[src/rtl/spram_arbiter_pkg.sv]
`default_nettype none
// ============================================================================
// Module      : spram_arbiter_pkg
// Description : Shared encodings for the single-port weight RAM arbiter:
//               per-cycle bus operations and sequencer states.
// Revision    : 1.0  initial release
// ============================================================================
package spram_arbiter_pkg;

    // Bus operation issued to the SPRAM in a given cycle.
    //   NOP  : RAM deselected
    //   RD   : read at the burst pointer
    //   HOLD : re-present the previous read address so ram_dout stays enabled
    //   WR   : write the requester's word
    typedef enum logic [1:0] {
        OP_NOP  = 2'd0,
        OP_RD   = 2'd1,
        OP_HOLD = 2'd2,
        OP_WR   = 2'd3
    } op_e;

    // Sequencer states.
    typedef enum logic [0:0] {
        ST_IDLE  = 1'b0,
        ST_BURST = 1'b1
    } state_e;

    // True for the operations that keep the RAM output enabled.
    function automatic logic op_reads(input op_e op);
        return (op == OP_RD) || (op == OP_HOLD);
    endfunction

endpackage : spram_arbiter_pkg
`default_nettype wire

[src/rtl/spram_arbiter_if.sv]
`default_nettype none
// ============================================================================
// Module      : spram_arbiter_if
// Description : Bundle of the requester handshakes and the SPRAM pins around
//               the arbiter. The slave modport is the arbiter; the master
//               modport is its environment (weight loader, MAC burst reader
//               and the SPRAM instance).
// Revision    : 1.0  initial release
// ============================================================================
interface spram_arbiter_if #(
    parameter int DATA_WIDTH = 8,
    parameter int ADDR_WIDTH = 8,
    parameter int LEN_WIDTH  = ADDR_WIDTH + 1
);
    // Word-write requester
    logic                  wr_valid;
    logic [ADDR_WIDTH-1:0] wr_addr;
    logic [DATA_WIDTH-1:0] wr_data;
    logic                  wr_ready;

    // Burst reader
    logic                  rd_start;
    logic [ADDR_WIDTH-1:0] rd_base;
    logic [LEN_WIDTH-1:0]  rd_len;
    logic                  rd_busy;
    logic [DATA_WIDTH-1:0] rd_data;
    logic                  rd_valid;
    logic                  rd_done;

    // SPRAM pins
    logic                  ram_cs;
    logic                  ram_we;
    logic                  ram_oe;
    logic [ADDR_WIDTH-1:0] ram_addr;
    logic [DATA_WIDTH-1:0] ram_din;
    logic [DATA_WIDTH-1:0] ram_dout;

    modport slave (
        input  wr_valid, wr_addr, wr_data,
        output wr_ready,
        input  rd_start, rd_base, rd_len,
        output rd_busy, rd_data, rd_valid, rd_done,
        output ram_cs, ram_we, ram_oe, ram_addr, ram_din,
        input  ram_dout
    );

    modport master (
        output wr_valid, wr_addr, wr_data,
        input  wr_ready,
        output rd_start, rd_base, rd_len,
        input  rd_busy, rd_data, rd_valid, rd_done,
        input  ram_cs, ram_we, ram_oe, ram_addr, ram_din,
        output ram_dout
    );

endinterface : spram_arbiter_if
`default_nettype wire

[src/rtl/spram_burst_cnt.sv]
`default_nettype none
// ============================================================================
// Module      : spram_burst_cnt
// Description : Burst address pointer and remaining-word counter. Loaded with
//               base/length at burst start, stepped once per issued read.
//               The pointer wraps modulo the RAM depth.
// Revision    : 1.0  initial release
// ============================================================================
module spram_burst_cnt #(
    parameter int ADDR_WIDTH = 8,
    parameter int LEN_WIDTH  = ADDR_WIDTH + 1
) (
    input  logic                  clk,
    input  logic                  rst_n,
    input  logic                  load,
    input  logic [ADDR_WIDTH-1:0] base,
    input  logic [LEN_WIDTH-1:0]  len,
    input  logic                  step,
    output logic [ADDR_WIDTH-1:0] ptr,
    output logic                  more,
    output logic                  last
);

    localparam logic [ADDR_WIDTH-1:0] C_PTR_ONE = ADDR_WIDTH'(1);
    localparam logic [LEN_WIDTH-1:0]  C_LEN_ONE = LEN_WIDTH'(1);

    logic [ADDR_WIDTH-1:0] ptr_q, ptr_d;
    logic [LEN_WIDTH-1:0]  rem_q, rem_d;

    // Load has priority; a step with nothing remaining is ignored.
    always_comb begin
        ptr_d = ptr_q;
        rem_d = rem_q;
        if (load) begin
            ptr_d = base;
            rem_d = len;
        end else if (step && (rem_q != '0)) begin
            ptr_d = ptr_q + C_PTR_ONE;
            rem_d = rem_q - C_LEN_ONE;
        end
    end

    // Counter registers.
    always_ff @(posedge clk or negedge rst_n) begin
        if (!rst_n) begin
            ptr_q <= '0;
            rem_q <= '0;
        end else begin
            ptr_q <= ptr_d;
            rem_q <= rem_d;
        end
    end

    assign ptr  = ptr_q;
    assign more = (rem_q != '0);
    assign last = (rem_q == C_LEN_ONE);

endmodule : spram_burst_cnt
`default_nettype wire

[src/rtl/spram_arbiter.sv]
`default_nettype none
// ============================================================================
// Module      : spram_arbiter
// Description : Sequencer/arbiter sharing one single-port weight RAM between
//               a word-write requester and a burst reader. Issues one bus
//               operation per cycle and guarantees that every read is
//               followed by a read or a hold, so the gated RAM output is
//               still enabled in the cycle its data is consumed.
// Revision    : 1.0  initial release
// ============================================================================
module spram_arbiter
    import spram_arbiter_pkg::*;
#(
    parameter int DATA_WIDTH = 8,
    parameter int ADDR_WIDTH = 8,
    parameter int LEN_WIDTH  = ADDR_WIDTH + 1
) (
    input  logic           clk,
    input  logic           rst_n,
    spram_arbiter_if.slave bus
);

    state_e                state_q, state_d;
    op_e                   prev_op_q;
    op_e                   w_op;
    logic                  done_q, done_d;
    logic [ADDR_WIDTH-1:0] hold_addr_q, hold_addr_d;

    logic                  w_cnt_load;
    logic                  w_cnt_step;
    logic [ADDR_WIDTH-1:0] w_ptr;
    logic                  w_more;
    logic                  w_last;

    logic                  w_ram_cs;
    logic                  w_ram_we;
    logic                  w_ram_oe;
    logic [ADDR_WIDTH-1:0] w_ram_addr;
    logic [DATA_WIDTH-1:0] w_ram_din;

    spram_burst_cnt #(
        .ADDR_WIDTH (ADDR_WIDTH),
        .LEN_WIDTH  (LEN_WIDTH)
    ) u_burst_cnt (
        .clk   (clk),
        .rst_n (rst_n),
        .load  (w_cnt_load),
        .base  (bus.rd_base),
        .len   (bus.rd_len),
        .step  (w_cnt_step),
        .ptr   (w_ptr),
        .more  (w_more),
        .last  (w_last)
    );

    // Per-cycle operation choice and next state. Inside a burst, a read is
    // always followed by a read or hold; otherwise a waiting write gets one
    // slot before the next read, giving the RD,HOLD,WR rotation under load.
    always_comb begin
        w_op       = OP_NOP;
        state_d    = state_q;
        done_d     = 1'b0;
        w_cnt_load = 1'b0;
        unique case (state_q)
            ST_IDLE: begin
                if (bus.wr_valid) begin
                    w_op = OP_WR;
                end
                if (bus.rd_start) begin
                    w_cnt_load = 1'b1;
                    state_d    = ST_BURST;
                    // Zero-length burst completes in its first busy cycle.
                    done_d     = (bus.rd_len == '0);
                end
            end
            ST_BURST: begin
                if (prev_op_q == OP_RD) begin
                    w_op = (w_more && !bus.wr_valid) ? OP_RD : OP_HOLD;
                end else if (bus.wr_valid && (prev_op_q != OP_WR)) begin
                    w_op = OP_WR;
                end else if (w_more) begin
                    w_op = OP_RD;
                end else if (bus.wr_valid) begin
                    w_op = OP_WR;
                end
                // Done is flagged one cycle after the last read, together
                // with that word's rd_valid.
                if ((w_op == OP_RD) && w_last) begin
                    done_d = 1'b1;
                end
                if (done_q) begin
                    state_d = ST_IDLE;
                end
            end
            default: begin
                state_d = ST_IDLE;
            end
        endcase
    end

    assign w_cnt_step  = (w_op == OP_RD);
    assign hold_addr_d = (w_op == OP_RD) ? w_ptr : hold_addr_q;

    // Sequencer registers: state, last issued op, done pulse, hold address.
    always_ff @(posedge clk or negedge rst_n) begin
        if (!rst_n) begin
            state_q     <= ST_IDLE;
            prev_op_q   <= OP_NOP;
            done_q      <= 1'b0;
            hold_addr_q <= '0;
        end else begin
            state_q     <= state_d;
            prev_op_q   <= w_op;
            done_q      <= done_d;
            hold_addr_q <= hold_addr_d;
        end
    end

    // RAM pin decode; everything is forced low while reset is asserted so
    // the RAM is deselected immediately rather than at the next edge.
    always_comb begin
        w_ram_cs   = 1'b0;
        w_ram_we   = 1'b0;
        w_ram_oe   = 1'b0;
        w_ram_addr = '0;
        w_ram_din  = '0;
        if (rst_n) begin
            w_ram_oe = op_reads(w_op);
            unique case (w_op)
                OP_RD: begin
                    w_ram_cs   = 1'b1;
                    w_ram_addr = w_ptr;
                end
                OP_HOLD: begin
                    w_ram_cs   = 1'b1;
                    w_ram_addr = hold_addr_q;
                end
                OP_WR: begin
                    w_ram_cs   = 1'b1;
                    w_ram_we   = 1'b1;
                    w_ram_addr = bus.wr_addr;
                    w_ram_din  = bus.wr_data;
                end
                default: begin
                end
            endcase
        end
    end

    assign bus.ram_cs   = w_ram_cs;
    assign bus.ram_we   = w_ram_we;
    assign bus.ram_oe   = w_ram_oe;
    assign bus.ram_addr = w_ram_addr;
    assign bus.ram_din  = w_ram_din;

    assign bus.wr_ready = rst_n && (w_op == OP_WR);
    assign bus.rd_valid = (prev_op_q == OP_RD);
    assign bus.rd_busy  = (state_q == ST_BURST);
    assign bus.rd_done  = done_q;
    assign bus.rd_data  = bus.ram_dout;

endmodule : spram_arbiter
`default_nettype wire
[src/flat_wrapper.sv]
// flat-port wrapper written by rule: the top's interface ports become plain ports
module spram_arbiter_flat import spram_arbiter_pkg::*;
#(
    parameter int DATA_WIDTH = 8,
    parameter int ADDR_WIDTH = 8,
    parameter int LEN_WIDTH  = ADDR_WIDTH + 1
)
  (clk, rst_n, bus_wr_valid, bus_wr_addr, bus_wr_data, bus_wr_ready, bus_rd_start, bus_rd_base, bus_rd_len, bus_rd_busy, bus_rd_data, bus_rd_valid, bus_rd_done, bus_ram_cs, bus_ram_we, bus_ram_oe, bus_ram_addr, bus_ram_din, bus_ram_dout);
  spram_arbiter_if #(.DATA_WIDTH(DATA_WIDTH), .ADDR_WIDTH(ADDR_WIDTH), .LEN_WIDTH(LEN_WIDTH)) bus_i ();
  input  logic clk;
  input  logic rst_n;
  input wire logic [$bits(bus_i.wr_valid)-1:0] bus_wr_valid;
  input wire logic [$bits(bus_i.wr_addr)-1:0] bus_wr_addr;
  input wire logic [$bits(bus_i.wr_data)-1:0] bus_wr_data;
  output wire logic [$bits(bus_i.wr_ready)-1:0] bus_wr_ready;
  input wire logic [$bits(bus_i.rd_start)-1:0] bus_rd_start;
  input wire logic [$bits(bus_i.rd_base)-1:0] bus_rd_base;
  input wire logic [$bits(bus_i.rd_len)-1:0] bus_rd_len;
  output wire logic [$bits(bus_i.rd_busy)-1:0] bus_rd_busy;
  output wire logic [$bits(bus_i.rd_data)-1:0] bus_rd_data;
  output wire logic [$bits(bus_i.rd_valid)-1:0] bus_rd_valid;
  output wire logic [$bits(bus_i.rd_done)-1:0] bus_rd_done;
  output wire logic [$bits(bus_i.ram_cs)-1:0] bus_ram_cs;
  output wire logic [$bits(bus_i.ram_we)-1:0] bus_ram_we;
  output wire logic [$bits(bus_i.ram_oe)-1:0] bus_ram_oe;
  output wire logic [$bits(bus_i.ram_addr)-1:0] bus_ram_addr;
  output wire logic [$bits(bus_i.ram_din)-1:0] bus_ram_din;
  input wire logic [$bits(bus_i.ram_dout)-1:0] bus_ram_dout;
  assign bus_i.wr_valid = bus_wr_valid;
  assign bus_i.wr_addr = bus_wr_addr;
  assign bus_i.wr_data = bus_wr_data;
  assign bus_wr_ready = bus_i.wr_ready;
  assign bus_i.rd_start = bus_rd_start;
  assign bus_i.rd_base = bus_rd_base;
  assign bus_i.rd_len = bus_rd_len;
  assign bus_rd_busy = bus_i.rd_busy;
  assign bus_rd_data = bus_i.rd_data;
  assign bus_rd_valid = bus_i.rd_valid;
  assign bus_rd_done = bus_i.rd_done;
  assign bus_ram_cs = bus_i.ram_cs;
  assign bus_ram_we = bus_i.ram_we;
  assign bus_ram_oe = bus_i.ram_oe;
  assign bus_ram_addr = bus_i.ram_addr;
  assign bus_ram_din = bus_i.ram_din;
  assign bus_i.ram_dout = bus_ram_dout;
  spram_arbiter #(.DATA_WIDTH(DATA_WIDTH), .ADDR_WIDTH(ADDR_WIDTH), .LEN_WIDTH(LEN_WIDTH)) u_core (.clk(clk), .rst_n(rst_n), .bus(bus_i));
endmodule
[config.mk]
export PLATFORM = sky130hd
export DESIGN_NAME = spram_arbiter_flat
export DESIGN_NICKNAME = d
export VERILOG_FILES = /design/src/rtl/spram_arbiter_pkg.sv /design/src/rtl/spram_arbiter_if.sv /design/src/rtl/spram_burst_cnt.sv /design/src/rtl/spram_arbiter.sv /design/src/flat_wrapper.sv
export SDC_FILE = /design/constraint.sdc
export NUM_CORES = 1
export LEC_CHECK = 0
export CAP_MARGIN = 10
export CORE_MARGIN = 2
export CORE_UTILIZATION = 43
export CTS_CLUSTER_SIZE = 25
export DETAILED_ROUTE_END_ITERATION = 8
export PLACE_DENSITY = 0.85
export SLEW_MARGIN = 20
export SYNTH_ARGS = -nofsm -noshare
export SYNTH_HDL_FRONTEND = slang
export SYNTH_SLANG_ARGS = --single-unit
[constraint.sdc]
create_clock -name clk -period 4 [get_ports clk]
set_input_delay 0.4 -clock clk [delete_from_list [all_inputs] [get_ports clk]]
set_output_delay 0.4 -clock clk [all_outputs]
set_load 0.02 [all_outputs]
=== Word-level counts from Yosys, hierarchy flattened ===
Cells that the tools add are included.

* Logic and storage cells: 54
* Bits in registers: 29
* Output and inout port bits: 31
* Input bits: 45

* Equal/unequal tests: 7
* Reduce and logical (&&, ||, !) cells: 11
* Add/sub/neg operators: 2
* Bitwise operators: 1
* Muxes and demuxes: 27

{| class="wikitable"
|+ Operator list
! cell !! number
|-
| 8-bit two-way mux || 5
|-
| 8-bit case mux with 3 select lines || 1
|-
| 9-bit two-way mux || 2
|-
| 2-bit two-way mux || 6
|-
| 1-bit two-way mux || 10
|-
| 9-bit by 1-bit equality test with 1-bit output, second input constant || 1
|-
| 9-bit logical NOT || 1
|-
| 9-bit nonzero test || 1
|-
| 9-bit by 1-bit subtractor with 9-bit output, second input constant || 1
|-
| 8-bit by 1-bit adder with 8-bit output, second input constant || 1
|-
| 2-bit by 1-bit equality test with 1-bit output, second input constant || 3
|-
| 1-bit logical AND || 5
|-
| 2-bit equality test, second input constant || 2
|-
| 1-bit case mux with 2 select lines || 2
|-
| 2-bit case mux with 2 select lines || 1
|-
| 3-bit OR reduction || 1
|-
| 2-bit inequality test, second input constant || 1
|-
| 2-bit nonzero test || 1
|-
| 1-bit logical NOT || 1
|-
| 1-bit logical OR || 1
|-
| 1-bit inverter || 1
|}

=== Longest topological paths before layout ===
* Depth after elaboration: 10
* Depth in mapped cells: 13
* Mapped depth without buffers: 11

=== Modules after synthesis ===
From an unflattened synthesis, not the netlist that was laid out.

* Cell total of the unflattened synthesis: 202
* Area total of the unflattened synthesis: 1961.9 um^2

{| class="wikitable"
|+ Modules (own cells, without submodules)
! module !! sequential area each (um^2) !! area each (um^2) !! times used !! cells an instance
|-
| spram_burst_cnt || 425.4 || 1098.6 || 1 || 113
|-
| spram_arbiter || 300.3 || 863.3 || 1 || 89
|}

=== Worst setup path after synthesis ===
No wires, ideal clock.

* Path type: register -> output
* From: register u_core.u_burst_cnt.rem_q[0]
* To: output bus_wr_ready
* Data arrival time: 2.868 ns
* Stages on the path, launching flop included: 12
* Setup slack: 0.732 ns
* Buffers on the path: 3
* Data required time: 3.600 ns
* Cells stage by stage: dfrtp_1 -> inv_1 -> ha_1 -> nor4b_2 -> and2_1 -> a31oi_1 -> o21ai_0 -> ha_1 -> clkbuf_1 -> clkbuf_1 -> and2_1 -> buf_4

* Cells in the longest elaborated chain, start to end: 8
* Elaborated cells on any way between the ends: 10
* Those cells by class: eq/ne (1); mux (6); reduce/logical (3)

{| class="wikitable"
|+ Ends and longest elaborated chain
! what !! RTL line !! RTL
|-
| start: declaration || spram_burst_cnt.sv:28 || <nowiki>logic [LEN_WIDTH-1:0] rem_q, rem_d;</nowiki>
|-
| start signal: assignment || spram_burst_cnt.sv:50 || <nowiki>rem_q <= rem_d;</nowiki>
|-
| 9-bit nonzero test (*) || spram_burst_cnt.sv:55 || <nowiki>assign more = (rem_q != '0);</nowiki>
|-
| 2-bit two-way mux or 1-bit logical AND (tied branches) || spram_arbiter.sv:81, spram_arbiter.sv:78 ||
|-
| 2-bit two-way mux (on tied branches) || spram_arbiter.sv:79, spram_arbiter.sv:78 ||
|-
| 2-bit two-way mux (*) || spram_arbiter.sv:77 || <nowiki>if (prev_op_q == OP_RD) begin</nowiki>
|-
| 2-bit two-way mux (*) || spram_arbiter.sv:64 || <nowiki>unique case (state_q)</nowiki>
|-
| 2-bit case mux with 2 select lines (*) || spram_arbiter.sv:64 ||
|-
| via u_core.w_op[1] || spram_arbiter.sv:25 || <nowiki>op_e w_op;</nowiki>
|-
| 2-bit equality test (*) || spram_arbiter.sv:156 || <nowiki>assign bus.wr_ready = rst_n && (w_op == OP_WR);</nowiki>
|-
| 1-bit logical AND (*) || spram_arbiter.sv:156 ||
|-
| end: declaration || flat_wrapper.sv:15 || <nowiki>output wire logic [$bits(bus_i.wr_ready)-1:0] bus_wr_ready;</nowiki>
|}

The timed path passes the listed nets; every way through them passes the cells marked *. The select of a mux whose other input is x is not followed.

=== Worst setup path after layout ===
* From: register u_core.u_burst_cnt.rem_q[0]
* To: output bus_ram_addr[1]

* Cells in the longest elaborated chain, start to end: 9
* Elaborated cells on any way between the ends: 13
* Those cells by class: eq/ne (3); mux (8); reduce/logical (2)

{| class="wikitable"
|+ Ends and longest elaborated chain
! what !! RTL line !! RTL
|-
| 9-bit nonzero test (*) || spram_burst_cnt.sv:55 ||
|-
| 2-bit two-way mux or 1-bit logical AND (tied branches) || spram_arbiter.sv:81, spram_arbiter.sv:78 ||
|-
| 2-bit two-way mux (on tied branches) || spram_arbiter.sv:79, spram_arbiter.sv:78 ||
|-
| 2-bit two-way mux (*) || spram_arbiter.sv:77 ||
|-
| 2-bit two-way mux (*) || spram_arbiter.sv:64 ||
|-
| 2-bit case mux with 2 select lines (*) || spram_arbiter.sv:64 ||
|-
| via u_core.w_op[1] || spram_arbiter.sv:25 ||
|-
| 2-bit equality test or 2-bit by 1-bit equality test with 1-bit output (tied branches) || spram_arbiter.sv:129 || <nowiki>unique case (w_op)</nowiki>
|-
| 8-bit case mux with 3 select lines (*) || spram_arbiter.sv:129 ||
|-
| 8-bit two-way mux (*) || spram_arbiter.sv:127 || <nowiki>if (rst_n) begin</nowiki>
|-
| end: declaration || flat_wrapper.sv:26 || <nowiki>output wire logic [$bits(bus_i.ram_addr)-1:0] bus_ram_addr;</nowiki>
|}

Marks and branches as above.

==> impl_metrics.toml <==
[grt]
antenna_found_initial = 0
grt_pass1_wl_mm = 8.004
grt_pass1_vias = 1713
grt_use_total = 0.2023
grt-ovfl-total = 0
grt_max_degree = 25

[clock_tree]
cts_htree_levels = 2
cts_buffers = 5
clk_latency_ns = 0.28
clock-root-buffer = "clkbuf_8"
clock_sinks = 29
cts_hold_buf = 0
cts_tree = "yes"
clk_pin_slew_worst_paths_ns = 0.06
clock_path_buffers = 2

[pwr]
power_density_mw_per_mm2 = 767.9
vdd_drop_max_uv = 459.6
power.leakage_nw = 1.033

[synth]
ys_warn_count = 0
async_reset_ff_frac = 1.000
ys_seq_area_frac = 0.3846
syn_area_mm2 = 0.001887
synth_seq_cells = 29
syn_inst = 208
synth_ff_type = "dfrtp_1"
syn-num-nets = 261
synth_edf_count = 0
synth.distinct_cells = 38
syn_area_per_cell_um2 = 9.071

[die]
io-pin-count = 76
dieWidth_um = 70.24
start_util = 0.4394
die_h_um = 70.24
core_mm2 = 0.004294
row_count = 24
dieArea_mm2 = 0.004934

[worst_hold_path]
hp-class = "in2async"

[drt]
num_vias = 1732
drt_iter0_drc = 145
post_drt_wl_per_cell_um = 15.10
vias_per_cell = 5.623
drt-total-wl_mm = 4.651
drc = 0
final_antenna_net_count = 0
drtPass1Iterations = 5

[setup_path]
crit_path_top_delay_cell = "clkdlybuf4s50_1"
slowest_delay_ns = 0.62
cp-end-kind = "primary output"
crit_type = "reg2out"
crit_family = "buffers and inverters"
worstPathBufferInverterCount = 2
worstPathCellList = "inv_1 > ha_1 > nor4b_2 > and2_1 > a31oi_1 > o21ai_0 > ha_1 > a222oi_1 > nor2_1 > clkdlybuf4s50_1"
required_ns = 3.60
critPathMaxFanout = 8
worst_path_most_repeated_cell = "ha_1"
crit_arrival_ns = 3.27
cp-start-kind = "flop"

[place]
gp_congestion = 0.7870
dp_hpwl_mm = 3.526
placed_cell_area_mm2 = 0.002455
port_buffers = 59

[timing]
min_period_ns = 3.673
setup_tns_ns = 0
hold_viol = 0
period_share = 0.9182
worst_clock_skew_ns = 0.004049
grt_setup_unrepaired = "false"
setup_viol_count_final = 0
timing.slew.headroom = 0.3272
worst_pin_slew_ns = 1.007
max_freq_ghz = 0.2723
final-max-slew-violation-count = 0

[cells_and_area]
drive_gt1_frac = 0.09375
syn2layout_area_growth_pct = 34.95
final_common_cell = "clkdlybuf4s50_1"
design_area_mm2 = 0.002546
most-common-layout-cells = "clkdlybuf4s50_1, dfrtp_1, nor2_1, nand2_1, a21oi_1"
antenna_cells = 0
fin_util = 0.5929
layout.nets = 309
fillCellCount = 375

[run_status]
status = "completed"

[job]
cap_viol_max_count = 0
-- state kept, by name, summed over array words and instances, names as in the netlist --
name	count
u_core.bus.rd_busy	1
u_core.bus.rd_done	1
u_core.hold_addr_q	8
u_core.prev_op_q	2
u_core.u_burst_cnt.ptr	8
u_core.u_burst_cnt.rem_q	9
-- power breakdown --
part           switching, W  internal [W]
logic              0.000547      0.000542
clock network      0.000107      0.000136
registers          0.000179      0.000445
-- metrics by stage --
stage                     instances  worst slack (ns)  hold WS (ns)  total power (W)
final                           308            0.3273        0.4699         0.001955
after global routing            308           0.01713        0.5173         0.002104
after CTS                       308            0.1214        0.4791         0.001958
after detailed placement        301            0.4536        0.4745         0.001707
after floorplan                 208            0.7323        0.1044         0.001343
after global placement          301            0.5947        0.4461         0.001668
-- per-layer routing --
metal  GRT usage  wire length (um)  vias to the layer above
met2      0.3302              2384                       46
li1            -                 -                      841
met4     0.06838                42                        0
met1      0.2631              2003                      840
met5           0                 0                        -
met3     0.04762               221                        5
-- worst reg2reg max path: stages (launching register included) --
cell and delay [ns]:
dfrtp_1 0.44, inv_1 0.10, ha_1 0.25, nor4b_2 0.18
buf_4 0.17, nand2_1 0.07, a21oi_1 0.07, a21oi_1 0.29
ha_2 0.51, or4bb_1 0.57, nor3_1 0.21, mux2i_1 0.26
a21oi_1 0.09
-- cell type report --
type / instances / area [um2] / area share
Multi-Input combinational cell: 151 / 1022 / 0.4015
Inverter: 5 / 18.77 / 0.007371
Sequential cell: 29 / 725.7 / 0.2850
Tap cell: 52 / 65.06 / 0.02555
Clock buffer: 7 / 86.33 / 0.03391
Timing Repair Buffer: 64 / 628.1 / 0.2467
-- path summary, 6_finish.rpt --
path / endpoint / cells past startpoint / from / slack [ns]
worst max register to register: u_core.u_burst_cnt.rem_q[6] / 12 / u_core.u_burst_cnt.rem_q[0] / 0.65
worst min-delay path: u_core.u_burst_cnt.ptr[6] / 1 / rst_n / 0.47
max in group asynchronous: u_core.hold_addr_q[5] / 2 / rst_n / 2.83
worst max-delay path: bus_ram_addr[1] / 10 / u_core.u_burst_cnt.rem_q[0] / 0.33
worst min register to register: u_core.bus.rd_busy / 1 / u_core.bus.rd_done / 0.48
min in group clk: u_core.bus.rd_busy / 1 / u_core.bus.rd_done / 0.48
-- kinds of logic after synthesis --
kind of cell               synth area share
buffers and inverters               0.07626
DFF                                  0.3846
AOI/OAI and AO/OA                    0.1651
muxes                               0.06897
and+or+nand+nor                      0.2149
adders and majority gates           0.05305
xor gates and xnor gates            0.03714
-- cell usage after synthesis (all sizes together) (2+ instances only) --
cell / count / share of area
dfrtp: 29 / 0.38
clkbuf: 11 / 0.022
nor2: 22 / 0.044
a222oi: 8 / 0.042
mux2: 8 / 0.048
nand3b: 2 / 0.0080
a21oi: 15 / 0.040
inv: 5 / 0.0099
nor4b: 3 / 0.017
nand2b: 2 / 0.0066
nand3: 4 / 0.011
a211oi: 3 / 0.012
nor3: 2 / 0.0053
mux2i: 4 / 0.021
nor4: 3 / 0.0099
and3: 8 / 0.027
nand2: 16 / 0.032
nor2b: 3 / 0.0099
nand4: 6 / 0.020
a31oi: 2 / 0.0066
and2: 3 / 0.0099
xnor2: 8 / 0.037
o21ai: 11 / 0.029
ha: 8 / 0.053
buf: 12 / 0.044
-- repair_timing --
| action | CTS | global route |
|---|---|---|
| resized for setup | 0 | 2 |
| setup buffers | 0 | 0 |
| endpoints found under the hold margin | 0 | 0 |
| endpoints found under the setup margin | 0 | 18 |
(Power assumes the default switching activity.)
==> patch, RTL diff (config.mk and constraints unchanged) <==
Reset style: synchronous (`rst_n`), changed in 2 clocked blocks.
--- a/src/rtl/spram_burst_cnt.sv
+++ b/src/rtl/spram_burst_cnt.sv
@@ -43,3 +43,3 @@
     // Counter registers.
-    always_ff @(posedge clk or negedge rst_n) begin
+    always_ff @(posedge clk) begin
         if (!rst_n) begin
--- a/src/rtl/spram_arbiter.sv
+++ b/src/rtl/spram_arbiter.sv
@@ -104,3 +104,3 @@
     // Sequencer registers: state, last issued op, done pulse, hold address.
-    always_ff @(posedge clk or negedge rst_n) begin
+    always_ff @(posedge clk) begin
         if (!rst_n) begin
Formal check against the unedited RTL: differs if rst_n is asserted again (counterexample within 4 cycles, from zero or initial values and one cycle with rst_n low); with rst_n held inactive, the same outputs for 10 cycles.
==> patch against the unedited design <==
Largest cell class unchanged; global-route usage is 1.5 points lower; non-clock buffer count fell by 2; routed wire length decreased by 2.5%; synthesized area is 2.8% lower; hold slack better by 0.0021 ns; cell area shrank 3.2%; sequential cell count is the same; highest routed layer unchanged; utilization is 1.4 points higher; worst setup slack got worse by 0.061 ns.
Power is not compared: it rests on default switching activity, and its combinational part moved more than twofold at a synthesized area within 25%.
==> patch: results (changes against the unedited design) <==
Timing
  • Post-Route Skew: 0.00377 ns (-0.000282 ns)
  • Slew HR: 47.6% (+15 points)

GRT
  • Total track usage: 18.7% (-1.5 points)
  • Largest net degree at the start of global routing: 37 (+48%)
  • Global-route wire length before repair: 7.48 mm (-6.6%)
  • Initial antenna violation count: 0 (unchanged)
  • Number of global-route vias before repair: 1730 (+0.99%)

Worst setup path
  • Slowest cell on the critical path: ha_1
  • Worst path max stage delay: 0.67 ns (+0.05 ns)
  • Max Fanout on Critical Path: 19 (+11)
  • CP arrival: 3.33 ns (+0.06 ns)

Yosys
  • Syn Nets: 272 (+4.2%)
  • Synth cell count leaders: dfxtp_1 (29), a21oi_1 (23), nand2_1 (16), nor2_1 (16)
  • Syn Area/Cell: 8.38 µm² (-7.7%)
  • Ranking of synthesized cells by area: dfxtp_1 (32%), a21oi_1 (6.3%), xnor2_1 (6.2%)
  • Sequential fraction of the synthesis area: 31.7% (-6.8 points)
  • FFs w/ async S/R, synth: 0% (-100 points)
  • Synth cell types: 39 (+2.6%)

Clock tree
  • Cts repair resizes: 0 (unchanged)
  • Worst skew pair latency: between 0.2 and 0.3 ns
  • Max Buffers Root-to-Sink: 2 (unchanged)
  • TritonCTS buffer count: 5 (unchanged)
  • Clk pin slew, worst setup/hold paths: 0.06 ns (about the same)
  • Clock H-tree levels: 2 (unchanged)

Placed design
  • Placed Instances: 306 (+1.7%)
  • IO Port Bufs: 59 (unchanged)
  • Routability cong.: 0.842 (+7.0%)
  • Final HPWL DP: 3.30 mm (-6.5%)
  • DP Area: 0.00238 mm² (-3.1%)

Power
  • Peak VDD IR: ~0.17 mV
  • Leakage: roughly 0.91 nW

Cells and area
  • Layout cells sized above 1: 7.58% (-1.8 points)
  • Nets: 316 (+2.3%)
  • Biggest register: u_core.u_burst_cnt.rem_q

Drt
  • First-pass DRT Iterations: 4 (-1)
  • Vias: 1759 (+1.6%)
  • Vias per inst: 5.60 (-0.38%)
  • Iteration-0 DRC Markers: 116 (-20%)
  • Final wirelength: 4.54 mm (-2.5%)

Min path
  • Hold Path Class: register to register

Status
  • Status: completed
## patch: changes by cell type after synthesis, sizes merged, moves of 4 or more
cell    unedited run  this run
a211oi             3         7
a21oi             15        24
dfrtp             29         0
dfxtp              0        29
mux2               8         0
mux2i              4         8
nand4              6         1
nor2              22        16
xnor2              8        13
## patch: area by class of cell
type,count,area (µm²)
Tap cell,50,62.6
Clock buffer,6,72.6
Timing Repair Buffer,62,613
Clock inverter,2,10.0
Sequential cell,29,581
Multi-Input combinational cell,157,1090
Fill cell,354,1590
Inverter,8,30.0
## patch: cell families (layout without fill, tap and decap cells)
kind of cell | count (synthesis) | in the layout | share of synthesized area [%]
fa+ha+maj | 8 | 8 | 5.46
buf+inv | 33 | 78 | 8.80
simple gates | 65 | 65 | 20.1
xor+xnor | 13 | 13 | 6.21
mux | 8 | 8 | 4.37
compound gates | 63 | 63 | 23.4
flops | 29 | 29 | 31.7
## patch: stage by stage
| stage | setup slack [ns] | utilization (%) | hold WS, ns |
|---|---|---|---|
| 2_1_floorplan | 1.04 | - | 0.445 |
| 3_3_place_gp | 0.661 | 58.6 | 0.453 |
| 3_5_place_dp | 0.570 | 58.6 | 0.465 |
| 4_1_cts | 0.261 | 60.7 | 0.474 |
| 5_1_grt | 0.0668 | 60.7 | 0.491 |
| 6_report | 0.267 | 60.7 | 0.472 |
## patch: worst max-delay path, delay by kind of cell, from the launching register on
kind,cells,cell delay (ns)
AND/OR/NAND/NOR,2,0.36
buffers and inverters,3,0.81
flip-flops,1,0.42
AO/OA/AOI/OAI,3,0.56
adder cells (fa/ha/maj),2,0.90
## patch: path summary, 6_finish.rpt
path / cells past startpoint / slack, ns / from / end
setup / recovery: 10 / 0.27 / u_core.u_burst_cnt.rem_q[0]$_SDFFE_PN0P_ / bus_ram_addr[2]
setup reg to reg: 11 / 0.58 / u_core.u_burst_cnt.rem_q[0]$_SDFFE_PN0P_ / u_core.u_burst_cnt.rem_q[7]$_SDFFE_PN0P_
hold / removal: 2 / 0.47 / u_core.hold_addr_q[4]$_SDFFE_PN0N_ / u_core.hold_addr_q[4]$_SDFFE_PN0N_
hold reg to reg: 2 / 0.47 / u_core.hold_addr_q[4]$_SDFFE_PN0N_ / u_core.hold_addr_q[4]$_SDFFE_PN0N_
## patch: metal layers
metal	track usage (%)	vias to the layer above	wire length [µm]
li1	-	872	-
met1	22.7	809	1960
met2	32.8	68	2210
met3	3.63	10	302
met4	6.32	0	65
met5	0	-	0
## patch: power by group
group	internal, mW	switching [mW]
Clock	0.120	0.107
Combinational	0.127	0.128
Sequential	0.312	0.0298
Total	0.559	0.266
